===== src/rtl/wisc_pkg.sv =====
// Shared encodings for the flag unit.
//   CCC_*   : 3-bit branch condition codes decoded by cond_eval.
//   state_t : 2-bit halt-sequencing FSM state (RUN=00, DRAIN=01, HALTED=10).
//   CNT_W   : width of the branch statistics counters.
package wisc_pkg;

  localparam logic [2:0] CCC_NEQ    = 3'b000;
  localparam logic [2:0] CCC_EQ     = 3'b001;
  localparam logic [2:0] CCC_GT     = 3'b010;
  localparam logic [2:0] CCC_LT     = 3'b011;
  localparam logic [2:0] CCC_GTE    = 3'b100;
  localparam logic [2:0] CCC_LTE    = 3'b101;
  localparam logic [2:0] CCC_OVFL   = 3'b110;
  localparam logic [2:0] CCC_UNCOND = 3'b111;

  localparam int CNT_W = 16;

  typedef enum logic [1:0] {
    ST_RUN    = 2'b00,
    ST_DRAIN  = 2'b01,
    ST_HALTED = 2'b10
  } state_t;

endpackage


===== src/rtl/flag_unit_if.sv =====
// Pipeline-side bus of the flag unit.
//   master : pipeline control (drives EX/ID/WB info, samples decision/flags/stats)
//   slave  : flag_unit (samples pipeline info, drives taken/flags/halted/counters)
interface flag_unit_if;
  import wisc_pkg::*;

  logic             ex_valid;
  logic             ex_set_n;
  logic             ex_set_z;
  logic             ex_set_v;
  logic             ex_n;
  logic             ex_z;
  logic             ex_v;
  logic             stall;
  logic             flush;
  logic             id_branch;
  logic [2:0]       id_ccc;
  logic             id_halt;
  logic             wb_halt;
  logic             taken;
  logic             flag_n;
  logic             flag_z;
  logic             flag_v;
  logic             halted;
  logic [CNT_W-1:0] br_cnt;
  logic [CNT_W-1:0] tk_cnt;

  modport master (
    output ex_valid, ex_set_n, ex_set_z, ex_set_v, ex_n, ex_z, ex_v,
    output stall, flush, id_branch, id_ccc, id_halt, wb_halt,
    input  taken, flag_n, flag_z, flag_v, halted, br_cnt, tk_cnt
  );

  modport slave (
    input  ex_valid, ex_set_n, ex_set_z, ex_set_v, ex_n, ex_z, ex_v,
    input  stall, flush, id_branch, id_ccc, id_halt, wb_halt,
    output taken, flag_n, flag_z, flag_v, halted, br_cnt, tk_cnt
  );

endinterface


===== src/rtl/flag_unit_cond_eval.sv =====
// Combinational branch condition evaluator.
//   ccc     : condition code (wisc_pkg CCC_*)
//   n, z, v : flag values to test
//   out     : 1 when the condition holds
module cond_eval
  import wisc_pkg::*;
(
  input  logic [2:0] ccc,
  input  logic       n,
  input  logic       z,
  input  logic       v,
  output logic       out
);

  always_comb begin
    out = 1'b0;
    unique case (ccc)
      CCC_NEQ:    out = ~z;
      CCC_EQ:     out = z;
      CCC_GT:     out = ~z & ~n;
      CCC_LT:     out = n;
      CCC_GTE:    out = ~n | z;
      CCC_LTE:    out = n | z;
      CCC_OVFL:   out = v;
      CCC_UNCOND: out = 1'b1;
      default:    out = 1'b0;
    endcase
  end

endmodule


===== src/rtl/flag_unit.sv =====
// Architectural N/Z/V flags, zero-latency branch decision, halt sequencing
// and saturating branch statistics.
//   clk   : pipeline clock
//   rst_n : synchronous active-low reset
//   bus   : flag_unit_if.slave (EX flag results, stall/flush, ID branch/halt,
//           WB halt in; taken, flags, halted, br_cnt, tk_cnt out)
module flag_unit
  import wisc_pkg::*;
(
  input logic       clk,
  input logic       rst_n,
  flag_unit_if.slave bus
);

  state_t           state;
  state_t           state_nxt;
  logic             flag_n;
  logic             flag_z;
  logic             flag_v;
  logic [CNT_W-1:0] br_cnt;
  logic [CNT_W-1:0] tk_cnt;
  logic             commit;
  logic             res_n;
  logic             res_z;
  logic             res_v;
  logic             cond_out;
  logic             taken;
  logic             halted;
  logic             cnt_en;

  function automatic logic [CNT_W-1:0] sat_inc(input logic [CNT_W-1:0] x);
    return (x == '1) ? x : x + CNT_W'(1);
  endfunction

  assign commit = bus.ex_valid & ~bus.stall & ~bus.flush & (state != ST_HALTED);

  // A branch in ID sees the flags its EX predecessor is producing this cycle,
  // even while EX is stalled, so the decision never has to wait.
  assign res_n = (bus.ex_valid & ~bus.flush & bus.ex_set_n) ? bus.ex_n : flag_n;
  assign res_z = (bus.ex_valid & ~bus.flush & bus.ex_set_z) ? bus.ex_z : flag_z;
  assign res_v = (bus.ex_valid & ~bus.flush & bus.ex_set_v) ? bus.ex_v : flag_v;

  cond_eval u_cond (
    .ccc (bus.id_ccc),
    .n   (res_n),
    .z   (res_z),
    .v   (res_v),
    .out (cond_out)
  );

  // State register
  always_ff @(posedge clk) begin
    if (!rst_n) state <= ST_RUN;
    else        state <= state_nxt;
  end

  // Next-state logic. A HLT reaching WB is architecturally committed, so it
  // wins over a same-cycle flush (which only squashes younger EX/ID work).
  always_comb begin
    state_nxt = state;
    unique case (state)
      ST_RUN: begin
        if (bus.wb_halt)                                  state_nxt = ST_HALTED;
        else if (bus.id_halt & ~bus.stall & ~bus.flush)   state_nxt = ST_DRAIN;
      end
      ST_DRAIN: begin
        if (bus.wb_halt)    state_nxt = ST_HALTED;
        else if (bus.flush) state_nxt = ST_RUN;
      end
      ST_HALTED: state_nxt = ST_HALTED;
      default:   state_nxt = ST_RUN;
    endcase
  end

  // Output logic: branches are only resolved and counted while running.
  always_comb begin
    taken  = 1'b0;
    halted = 1'b0;
    cnt_en = 1'b0;
    unique case (state)
      ST_RUN: begin
        taken  = bus.id_branch & ~bus.flush & cond_out;
        cnt_en = bus.id_branch & ~bus.stall & ~bus.flush;
      end
      ST_HALTED: halted = 1'b1;
      default: ;
    endcase
  end

  always_ff @(posedge clk) begin
    if (!rst_n) begin
      flag_n <= 1'b0;
      flag_z <= 1'b0;
      flag_v <= 1'b0;
      br_cnt <= '0;
      tk_cnt <= '0;
    end else begin
      if (commit & bus.ex_set_n) flag_n <= bus.ex_n;
      if (commit & bus.ex_set_z) flag_z <= bus.ex_z;
      if (commit & bus.ex_set_v) flag_v <= bus.ex_v;
      if (cnt_en) begin
        br_cnt <= sat_inc(br_cnt);
        if (taken) tk_cnt <= sat_inc(tk_cnt);
      end
    end
  end

  assign bus.taken  = taken;
  assign bus.halted = halted;
  assign bus.flag_n = flag_n;
  assign bus.flag_z = flag_z;
  assign bus.flag_v = flag_v;
  assign bus.br_cnt = br_cnt;
  assign bus.tk_cnt = tk_cnt;

endmodule


===== src/flat_wrapper.sv =====
// flat-port wrapper written by rule: the top's interface ports become plain ports
module flag_unit_flat import wisc_pkg::*;
  (clk, rst_n, bus_ex_valid, bus_ex_set_n, bus_ex_set_z, bus_ex_set_v, bus_ex_n, bus_ex_z, bus_ex_v, bus_stall, bus_flush, bus_id_branch, bus_id_ccc, bus_id_halt, bus_wb_halt, bus_taken, bus_flag_n, bus_flag_z, bus_flag_v, bus_halted, bus_br_cnt, bus_tk_cnt);
  flag_unit_if bus_i ();
  input logic clk;
  input logic rst_n;
  input wire logic [$bits(bus_i.ex_valid)-1:0] bus_ex_valid;
  input wire logic [$bits(bus_i.ex_set_n)-1:0] bus_ex_set_n;
  input wire logic [$bits(bus_i.ex_set_z)-1:0] bus_ex_set_z;
  input wire logic [$bits(bus_i.ex_set_v)-1:0] bus_ex_set_v;
  input wire logic [$bits(bus_i.ex_n)-1:0] bus_ex_n;
  input wire logic [$bits(bus_i.ex_z)-1:0] bus_ex_z;
  input wire logic [$bits(bus_i.ex_v)-1:0] bus_ex_v;
  input wire logic [$bits(bus_i.stall)-1:0] bus_stall;
  input wire logic [$bits(bus_i.flush)-1:0] bus_flush;
  input wire logic [$bits(bus_i.id_branch)-1:0] bus_id_branch;
  input wire logic [$bits(bus_i.id_ccc)-1:0] bus_id_ccc;
  input wire logic [$bits(bus_i.id_halt)-1:0] bus_id_halt;
  input wire logic [$bits(bus_i.wb_halt)-1:0] bus_wb_halt;
  output wire logic [$bits(bus_i.taken)-1:0] bus_taken;
  output wire logic [$bits(bus_i.flag_n)-1:0] bus_flag_n;
  output wire logic [$bits(bus_i.flag_z)-1:0] bus_flag_z;
  output wire logic [$bits(bus_i.flag_v)-1:0] bus_flag_v;
  output wire logic [$bits(bus_i.halted)-1:0] bus_halted;
  output wire logic [$bits(bus_i.br_cnt)-1:0] bus_br_cnt;
  output wire logic [$bits(bus_i.tk_cnt)-1:0] bus_tk_cnt;
  assign bus_i.ex_valid = bus_ex_valid;
  assign bus_i.ex_set_n = bus_ex_set_n;
  assign bus_i.ex_set_z = bus_ex_set_z;
  assign bus_i.ex_set_v = bus_ex_set_v;
  assign bus_i.ex_n = bus_ex_n;
  assign bus_i.ex_z = bus_ex_z;
  assign bus_i.ex_v = bus_ex_v;
  assign bus_i.stall = bus_stall;
  assign bus_i.flush = bus_flush;
  assign bus_i.id_branch = bus_id_branch;
  assign bus_i.id_ccc = bus_id_ccc;
  assign bus_i.id_halt = bus_id_halt;
  assign bus_i.wb_halt = bus_wb_halt;
  assign bus_taken = bus_i.taken;
  assign bus_flag_n = bus_i.flag_n;
  assign bus_flag_z = bus_i.flag_z;
  assign bus_flag_v = bus_i.flag_v;
  assign bus_halted = bus_i.halted;
  assign bus_br_cnt = bus_i.br_cnt;
  assign bus_tk_cnt = bus_i.tk_cnt;
  flag_unit u_core (.clk(clk), .rst_n(rst_n), .bus(bus_i));
endmodule

===== config.mk =====
export PLATFORM = sky130hd
export DESIGN_NAME = flag_unit_flat
export DESIGN_NICKNAME = d
export VERILOG_FILES = /design/src/rtl/wisc_pkg.sv /design/src/rtl/flag_unit_if.sv /design/src/rtl/flag_unit_cond_eval.sv /design/src/rtl/flag_unit.sv /design/src/flat_wrapper.sv
export SDC_FILE = /design/constraint.sdc
export NUM_CORES = 1
export LEC_CHECK = 0
export BUFFER_PORTS_ARGS = -buffer_cell sky130_fd_sc_hd__clkbuf_2
export CAP_MARGIN = 20
export CORE_MARGIN = 2
export CORE_UTILIZATION = 40
export CTS_CLUSTER_DIAMETER = 30
export CTS_CLUSTER_SIZE = 40
export DETAILED_ROUTE_END_ITERATION = 16
export GPL_TIMING_DRIVEN = 0
export PLACE_DENSITY = 0.76
export SETUP_SLACK_MARGIN = 0.05
export SLEW_MARGIN = 20
export SYNTH_ARGS = -nofsm -noshare
export SYNTH_HDL_FRONTEND = slang
export SYNTH_SLANG_ARGS = --single-unit

===== constraint.sdc =====
create_clock -name clk -period 2.4 [get_ports clk]
set_input_delay 0.48 -clock clk [delete_from_list [all_inputs] [get_ports clk]]
set_output_delay 0.48 -clock clk [all_outputs]
set_load 0.02 [all_outputs]

# Word-level counts from Yosys, hierarchy flattened
# Cells that the tools add are included.
word_totals:
  regBits: 37
  latchBits: 0
  mem_bits_rw: 0
  rom_bits: 0
  in_bits: 17
  out_inout_bits: 37
  wordCells: 64
  mem_count: 0
op_classes:
  addsub: 2
  n_mul: 0
  n_div: 0
  order_cmp: 0
  n_eq_ne: 14
  shift: 0
  mux: 12
  bitwise_logic: 25
  reduce_logical: 5
op_table:
  columns: ["operator", "n"]
  rows:
  - ["adder 16 x 1 -> 16 bit (second input constant)", 2]
  - ["equality test 16 bit (second input constant)", 2]
  - ["bitwise AND 1 bit", 17]
  - ["equality test 3 bit (second input constant)", 4]
  - ["two-way mux 2 bit", 4]
  - ["one-hot mux 1 bit (8 select lines)", 1]
  - ["equality test 3 x 2 -> 1 bit (second input constant)", 2]
  - ["two-way mux 1 bit", 6]
  - ["inverter 1 bit", 6]
  - ["one-hot mux 2 bit (3 select lines)", 1]
  - ["AND reduction 2 bit", 2]
  - ["equality test 3 x 1 -> 1 bit (second input constant)", 1]
  - ["logical NOT 3 bit", 1]
  - ["inequality test 3 x 2 -> 1 bit (second input constant)", 1]
  - ["inequality test 3 bit (second input constant)", 1]
  - ["AND reduction 3 bit", 1]
  - ["equality test 2 x 1 -> 1 bit (second input constant)", 1]
  - ["equality test 2 bit (second input constant)", 1]
  - ["logical NOT 2 bit", 1]
  - ["inequality test 2 bit (second input constant)", 1]
  - ["bitwise OR 1 bit", 2]

# Depth between registers and ports, before layout
# Gate-level depths: netlist of run 1.
depth:
  word_depth: 10
  depth_mapped: 8
  mapped_depth_nobuf: 8

# By module
# A second synthesis of run 1 with hierarchy kept.
hier_totals:
  hier_cells: 250
  area_unflattened_um2: 2069.5
modules_own_cells:
  columns: ["module", "n_inst", "cells_each", "area_per_inst_um2", "seq_area_each_um2"]
  rows:
  - ["flag_unit", 1, 239, 1993.2, 740.7]
  - ["cond_eval", 1, 11, 76.3, 0.0]

# Worst setup path before layout of run 1
# Ideal clock, no wire load.
synth_path:
  kind: "input -> output"
  from: "input bus_flush"
  to: "output bus_taken"
  t_arrival_ns: 2.147
  required_time_ns: 1.920
  slack_ns: -0.227
  stages: 6
  path_buffers: 1
  path_cell_list: "buf_6 -> and3b_1 -> mux2_4 -> a32oi_1 -> a21bo_2 -> a211oi_1"
synth_via:
  elab_chain_cells: 9
  elab_cells_between_ends: 17
  classes_between: "5 x mux; 12 x bitwise"
synth_rtl:
  columns: ["element", "line", "text"]
  rows:
  - ["from (decl)", "flat_wrapper.sv:15", "input wire logic [$bits(bus_i.flush)-1:0] bus_flush;"]
  - ["inverter 1 bit (*)", null, null]
  - ["bitwise AND 1 bit", "flag_unit.sv:39, flag_unit.sv:40, flag_unit.sv:41", null]
  - ["bitwise AND 1 bit, on equally long branches", "flag_unit.sv:39, flag_unit.sv:40", null]
  - ["two-way mux 1 bit, on equally long branches", "flag_unit.sv:39, flag_unit.sv:40", null]
  - ["inverter 1 bit, on equally long branches", "flag_unit_cond_eval.sv:20, flag_unit_cond_eval.sv:22, flag_unit_cond_eval.sv:18", null]
  - ["bitwise OR 1 bit or bitwise AND 1 bit (tied branches)", "flag_unit_cond_eval.sv:22, flag_unit_cond_eval.sv:20", null]
  - ["one-hot mux 1 bit (8 select lines)", "flag_unit_cond_eval.sv:17", "unique case (ccc)"]
  - ["bitwise AND 1 bit (*)", "flag_unit.sv:82", "taken = bus.id_branch & ~bus.flush & cond_out;"]
  - ["two-way mux 1 bit (*)", "flag_unit.sv:80", "unique case (state)"]
  - ["to (decl)", "flat_wrapper.sv:20", "output wire logic [$bits(bus_i.taken)-1:0] bus_taken;"]
# Mark *: on every way between the ends. The rest lies on a longest branch, timed or not.

# Worst setup path in the final report of run 1
# Ends and elaborated chain as after synthesis.

==> impl_metrics.json, run 1 <==
{
  "die_w_um": 75.4,
  "place.gp.congestion": 0.754,
  "area.growth.synth_to_final_pct": 26.6,
  "clock_path_buffers": 2,
  "p_per_area_nw_per_um2": 452,
  "crit_fanout": 3,
  "dp_slack_ns": -0.207,
  "ios": 54,
  "hold_viol_final": 0,
  "ys_ff_latch": 37,
  "drc_errors": 0,
  "period_minus_slack_ns": 2.55,
  "top_layer": "met4",
  "drive_above_1_share_pct": 29.3,
  "drv_cap": 0,
  "start_util_pct": 42.3,
  "async_flop_share_pct": 0,
  "antenna_found_initial": 0,
  "grt_pass1_wl_mm": 7.45,
  "dr_wl_met2_mm": 2.45,
  "grt_pass1_vias": 1677,
  "syn-num-nets": 257,
  "min_path_type": "in -> reg",
  "yosysWarnings": 0,
  "netlist_instances": 238,
  "first_iter_violations": 104,
  "status": "finished with violations",
  "worstPathRequired_ns": 1.92,
  "via_per_inst": 5.19,
  "setup_slack_ns": -0.153,
  "final_nets": 322,
  "std_cell_rows": 25,
  "die_h_um": 75.4,
  "drt-met1-wl_mm": 2.09,
  "numCtsBuffers": 5,
  "critPathLaunchType": "input pin",
  "cts_tree": "yes",
  "relSlewSlack_pct": 36.0,
  "hpwl_mm": 3.58,
  "dr_total_vias": 1927,
  "cts_root_buf": "clkbuf_8",
  "path_cells": "buf_8 > and3b_2 > mux2_4 > or4b_4 > a21oi_4 > a211oi_4 > clkbuf_8",
  "grt_max_degree": 12,
  "drtAntennaViolNets": 0,
  "ir_worst_vdd_mv": 0.451,
  "dr.pass1.iters": 5,
  "final_common_cell": "clkbuf_2",
  "syn_area_per_cell_um2": 8.56,
  "p_leak_nw": 1.12,
  "synth_cell_types": 53,
  "critPathArrivalTime_ns": 2.07,
  "wl_mm": 4.81,
  "cpMaxStageDelayCell": "or4b_4",
  "io_buffers": 52,
  "critPathKind": "in -> out",
  "grt.total_usage_pct": 16.9,
  "slowest_delay_ns": 0.55,
  "endpoint_kind": "primary output",
  "gr-total-overflow": 0,
  "mostFrequentLayoutCells": "50 x clkbuf_2, 37 x dfxtp_1, 32 x nand2_1, 21 x nor2_1, 16 x nand3_1",
  "cts_max_level": 2,
  "worst_pin_slew_ns": 0.947,
  "period_share_pct": 106,
  "ys_seq_area_share_pct": 36.3,
  "synth_edf_count": 0,
  "failed_checks": "negative setup slack",
  "clk_pin_slew_ns": 0.07,
  "core_um2": 4820,
  "rsz0062_at_grt": "yes",
  "post_drt_wl_per_cell_um": 13.0,
  "hold_buffers": 0,
  "dr_wl_met3_um": 223,
  "fmax_mhz": 392,
  "clock-sinks": 37,
  "maxSlewViolCount": 0,
  "insertion_delay_ns": 0.29,
  "dieArea_um2": 5680,
  "finClkSkew_ns": 0.0123,
  "setup_violations": 3,
  "antenna_cells": 0,
  "holdWs_ns": 0.448,
  "synthesis.area_um2": 2040,
  "ys_dominant_reg_cell": "dfxtp_1"
}
==> registers in the layout, indices dropped and copies added (netlist names) <==
| name | cells |
|---|---|
| u_core.bus.flag_v | 1 |
| u_core.state | 2 |
| u_core.bus.flag_n | 1 |
| u_core.bus.flag_z | 1 |
| u_core.bus.br_cnt | 16 |
| u_core.bus.tk_cnt | 16 |
==> worst max-delay path: cells and delay by family <==
family / cells / cell delay (ns)
buf+inv: 2 / 0.25
compound gates: 2 / 0.23
simple gates: 2 / 0.79
mux: 1 / 0.31
==> Yosys cell counts (2+ instances only) <==
cell	instances	area share, %
nand2b_1	10	3.1
and3_2	2	0.74
nor2_1	21	3.9
clkbuf_1	3	0.55
o211ai_1	2	0.74
ha_1	2	1.2
nand3b_1	3	1.1
or3_1	4	1.2
nor3_1	4	0.98
nor4b_1	3	1.3
and3_1	2	0.61
a21oi_1	10	2.5
xor2_1	7	3.0
nand3_1	16	3.9
nand4_1	10	3.1
a32oi_1	2	0.86
nand2_1	33	6.1
xnor2_1	9	3.9
inv_1	6	1.1
o21ai_1	3	0.74
nor2b_1	2	0.61
and2_1	4	1.2
dfxtp_1	37	36
o21ai_0	2	0.49
mux2i_1	11	5.4
and4_1	2	0.86
nor4_2	2	1.2
==> where the power goes <==
part | leakage (nW) | internal [mW] | switching (mW)
sequential | 0.298 | 0.617 | 0.00399
clock | 0.0450 | 0.201 | 0.216
combinational | 0.777 | 0.0556 | 0.0720
total | 1.12 | 0.874 | 0.292
==> final cells by class <==
cell class,count,area [um2]
multi-input cells,190,1290
clock buffers,6,72.6
fillers,482,2240
well taps,67,83.8
flip-flops and latches,37,741
repair buffers,58,327
inverters,6,22.5
plain buffers,5,33.8
clock inverters,2,10.0
==> through the flow <==
step	power (mW)	instances	instance area [um2]	utilization [%]	setup TNS [ns]
final	1.17	371	2580	53.6	-0.169
after global placement	0.747	357	2400	49.9	-0.914
after floorplan	0.708	238	2060	-	-0.0353
after CTS	1.17	369	2540	52.8	-0.132
after global routing	1.22	371	2580	53.6	-0.425
after detailed placement	0.748	357	2400	49.9	-1.36
==> logic make-up (layout without fill, tap and decap cells) <==
group	after synthesis	count (layout)	share of synthesized area [%]
buffers and inverters	11	77	2.58
xor gates and xnor gates	16	16	6.88
and+or+nand+nor	130	130	36.2
DFF	37	37	36.3
muxes	12	12	6.14
adders and majority gates	2	2	1.23
AOI/OAI and AO/OA	30	30	10.6
==> final timing paths <==
kind                                                   start                                end  slack (ns)  depth (start not counted)
worst max register to register  u_core.state[0]$_SDFFE_PN0P_  u_core.bus.tk_cnt[8]$_SDFFE_PN0P_        0.14                          7
worst min register to register  u_core.state[1]$_SDFFE_PN0P_       u_core.state[0]$_SDFFE_PN0P_        0.48                          1
worst max-delay path                               bus_flush                          bus_taken       -0.15                          7
worst min-delay path                                bus_ex_v     u_core.bus.flag_v$_SDFFE_PN0P_        0.45                          3
==> metal layers <==
metal / vias up / track usage [%]
li1: 974 / -
met1: 907 / 20.7
met2: 40 / 29.2
met3: 6 / 3.70
met4: 0 / 6.24
met5: - / 0
==> what timing repair did <==
item / CTS / global route
pin swaps: 6 / 3
gates resized for setup: 5 / 5
endpoints found under the setup margin: 1 / 6
buffers inserted: 4 / 2
No activity file was read; power rests on OpenSTA's default activity.
==> run 2: changes to the inputs <==
- CORE_UTILIZATION: 40 -> 44
- PLACE_DENSITY: 0.76 -> 0.81
- clock period: 2.4 -> 2.3 ns (I/O delays scaled with it)
==> run 2 against run 1 <==
The run still ends with negative setup slack left; hold slack got worse by 0.034 ns; global-route usage increased by 2.1 points; critical endpoint unchanged; clock power increased by 61%; die area decreased by 8.6%; final area increased by 1.1%; power increased by 24%; non-clock buffer count decreased by 1; sequential cell count unchanged; combinational power increased by 5%; utilization increased by 5.5 points; sequential power increased by 4.3%; largest power group is now clock; first-iteration DRC count decreased by 14%.
==> impl_metrics.json, run 2 (same netlist as run 1, synthesis figures left out) <==
{
  "die_w_um": 72.1,
  "endpoint_kind": "primary output",
  "cpMaxStageDelayCell": "or4b_4",
  "crit_fanout": 3,
  "period_share_pct": 109,
  "clock_path_buffers": 2,
  "drv_cap": 0,
  "ios": 54,
  "reg2reg_setup_slack_ns": 0.09,
  "r2r-start": "u_core.state[0]$_SDFFE_PN0P_",
  "dieArea_um2": 5190,
  "relSlewSlack_pct": 35.9,
  "place.gp.congestion": 0.788,
  "p_leak_nw": 1.13,
  "mostFrequentLayoutCells": "50 x clkbuf_2, 37 x dfxtp_1, 32 x nand2_1, 21 x nor2_1, 16 x nand3_1",
  "via_per_inst": 5.45,
  "cts_max_level": 2,
  "fmax_mhz": 399,
  "critPathLaunchType": "input pin",
  "cts_root_buf": "clkbuf_8",
  "path_buf_inv": 2,
  "finClkSkew_ns": 0.00833,
  "worstPathRequired_ns": 1.84,
  "insertion_delay_ns": 0.30,
  "gr-total-overflow": 0,
  "io_buffers": 52,
  "grt_max_degree": 13,
  "seqCellArea_um2": 741,
  "std_cell_rows": 24,
  "core_um2": 4410,
  "stdcell_area_um2": 2610,
  "ir_worst_vdd_mv": 0.392,
  "grtUsageMet2_pct": 33.7,
  "clock-sinks": 37,
  "first_iter_violations": 89,
  "holdWs_ns": 0.415,
  "drc_errors": 0,
  "final_common_cell": "clkbuf_2",
  "worst_pin_slew_ns": 0.949,
  "cp-startpoint": "bus_flush",
  "failed_checks": "negative setup slack",
  "post_drt_wl_per_cell_um": 13.5,
  "reg_top3": "u_core.bus.br_cnt (16), u_core.bus.tk_cnt (16), u_core.state (2)",
  "cts_tree": "yes",
  "multi_input_area_um2": 1290,
  "busiest_layer": "met2",
  "min_path_type": "in -> reg",
  "placedCellCount": 342,
  "wl_mm": 4.78,
  "drtAntennaViolNets": 0,
  "p_per_area_nw_per_um2": 557,
  "total_power_mw": 1.45,
  "critPathKind": "in -> out",
  "placed_cell_area_um2": 2380,
  "slowest_delay_ns": 0.57,
  "antenna_cells": 0,
  "maxSlewViolCount": 0,
  "setup_violations": 6,
  "hold_buffers": 0,
  "antenna_found_initial": 0,
  "clk_pin_slew_ns": 0.07,
  "period_minus_slack_ns": 2.51,
  "hpwl_mm": 3.55,
  "rsz0062_at_grt": "yes",
  "critPathTopFamily": "simple AND/OR/NAND/NOR gates",
  "nFillCells": 387,
  "dr_total_vias": 1936,
  "start_util_pct": 46.2,
  "final_nets": 321,
  "grt_pass1_wl_mm": 7.89,
  "dp_slack_ns": -0.261,
  "numCtsBuffers": 5,
  "instances_no_fill": 355,
  "dr.pass1.iters": 4,
  "die_h_um": 72.1,
  "path_cells": "buf_8 > and3b_2 > mux2_4 > or4b_4 > a21oi_4 > a211oi_4 > clkbuf_8",
  "grt.total_usage_pct": 19.0,
  "fin_tns_setup_ns": -0.486,
  "status": "finished with violations",
  "grt_pass1_vias": 1786,
  "met1_usage_pct": 22.3,
  "setup_slack_ns": -0.206,
  "hold_start": "bus_ex_v",
  "area.growth.synth_to_final_pct": 27.9,
  "hold_viol_final": 0,
  "grtUsageMet3_pct": 4.44,
  "critPathArrivalTime_ns": 2.05,
  "drive_above_1_share_pct": 29.0,
  "fin_util_pct": 59.1
}
[run 2: path summary, 6_finish.rpt]
path                                       endpoint  cells past startpoint
setup / recovery                          bus_taken                      7
hold / removal       u_core.bus.flag_v$_SDFFE_PN0P_                      3
hold reg to reg        u_core.state[0]$_SDFFE_PN0P_                      1
setup reg to reg  u_core.bus.tk_cnt[8]$_SDFFE_PN0P_                      7
[run 2: per-layer routing]
metal | part of all wire (%) | vias to the layer above
met2 | 50 | 50
met3 | 4.8 | 7
li1 | - | 978
met5 | 0 | -
met1 | 44 | 901
met4 | 1.3 | 0
[run 2: what timing repair did]
item                                    CTS  global route
pin swaps                                 5             0
buffers inserted                          3             2
gates resized for setup                   5             6
endpoints found under the setup margin    1            21
[run 2: where the power goes]
group | internal [mW] | total [mW] | leakage (nW) | switching [mW]
clock network | 0.431 | 0.670 | 0.0681 | 0.239
registers | 0.644 | 0.648 | 0.298 | 0.00405
logic | 0.0579 | 0.134 | 0.766 | 0.0759
[run 2: tightest hold or removal path, cell delays in order]
cell and delay (ns):
clkbuf_2 0.09, nand3_1 0.06, a21oi_1 0.05
[run 2: area by class of cell]
type	count	area share, %
clock buffers	5	2.64
inverters	6	0.864
clock inverters	3	2.50
plain buffers	5	1.30
multi-input cells	190	49.6
well taps	52	2.50
repair buffers	57	12.2
flip-flops and latches	37	28.4
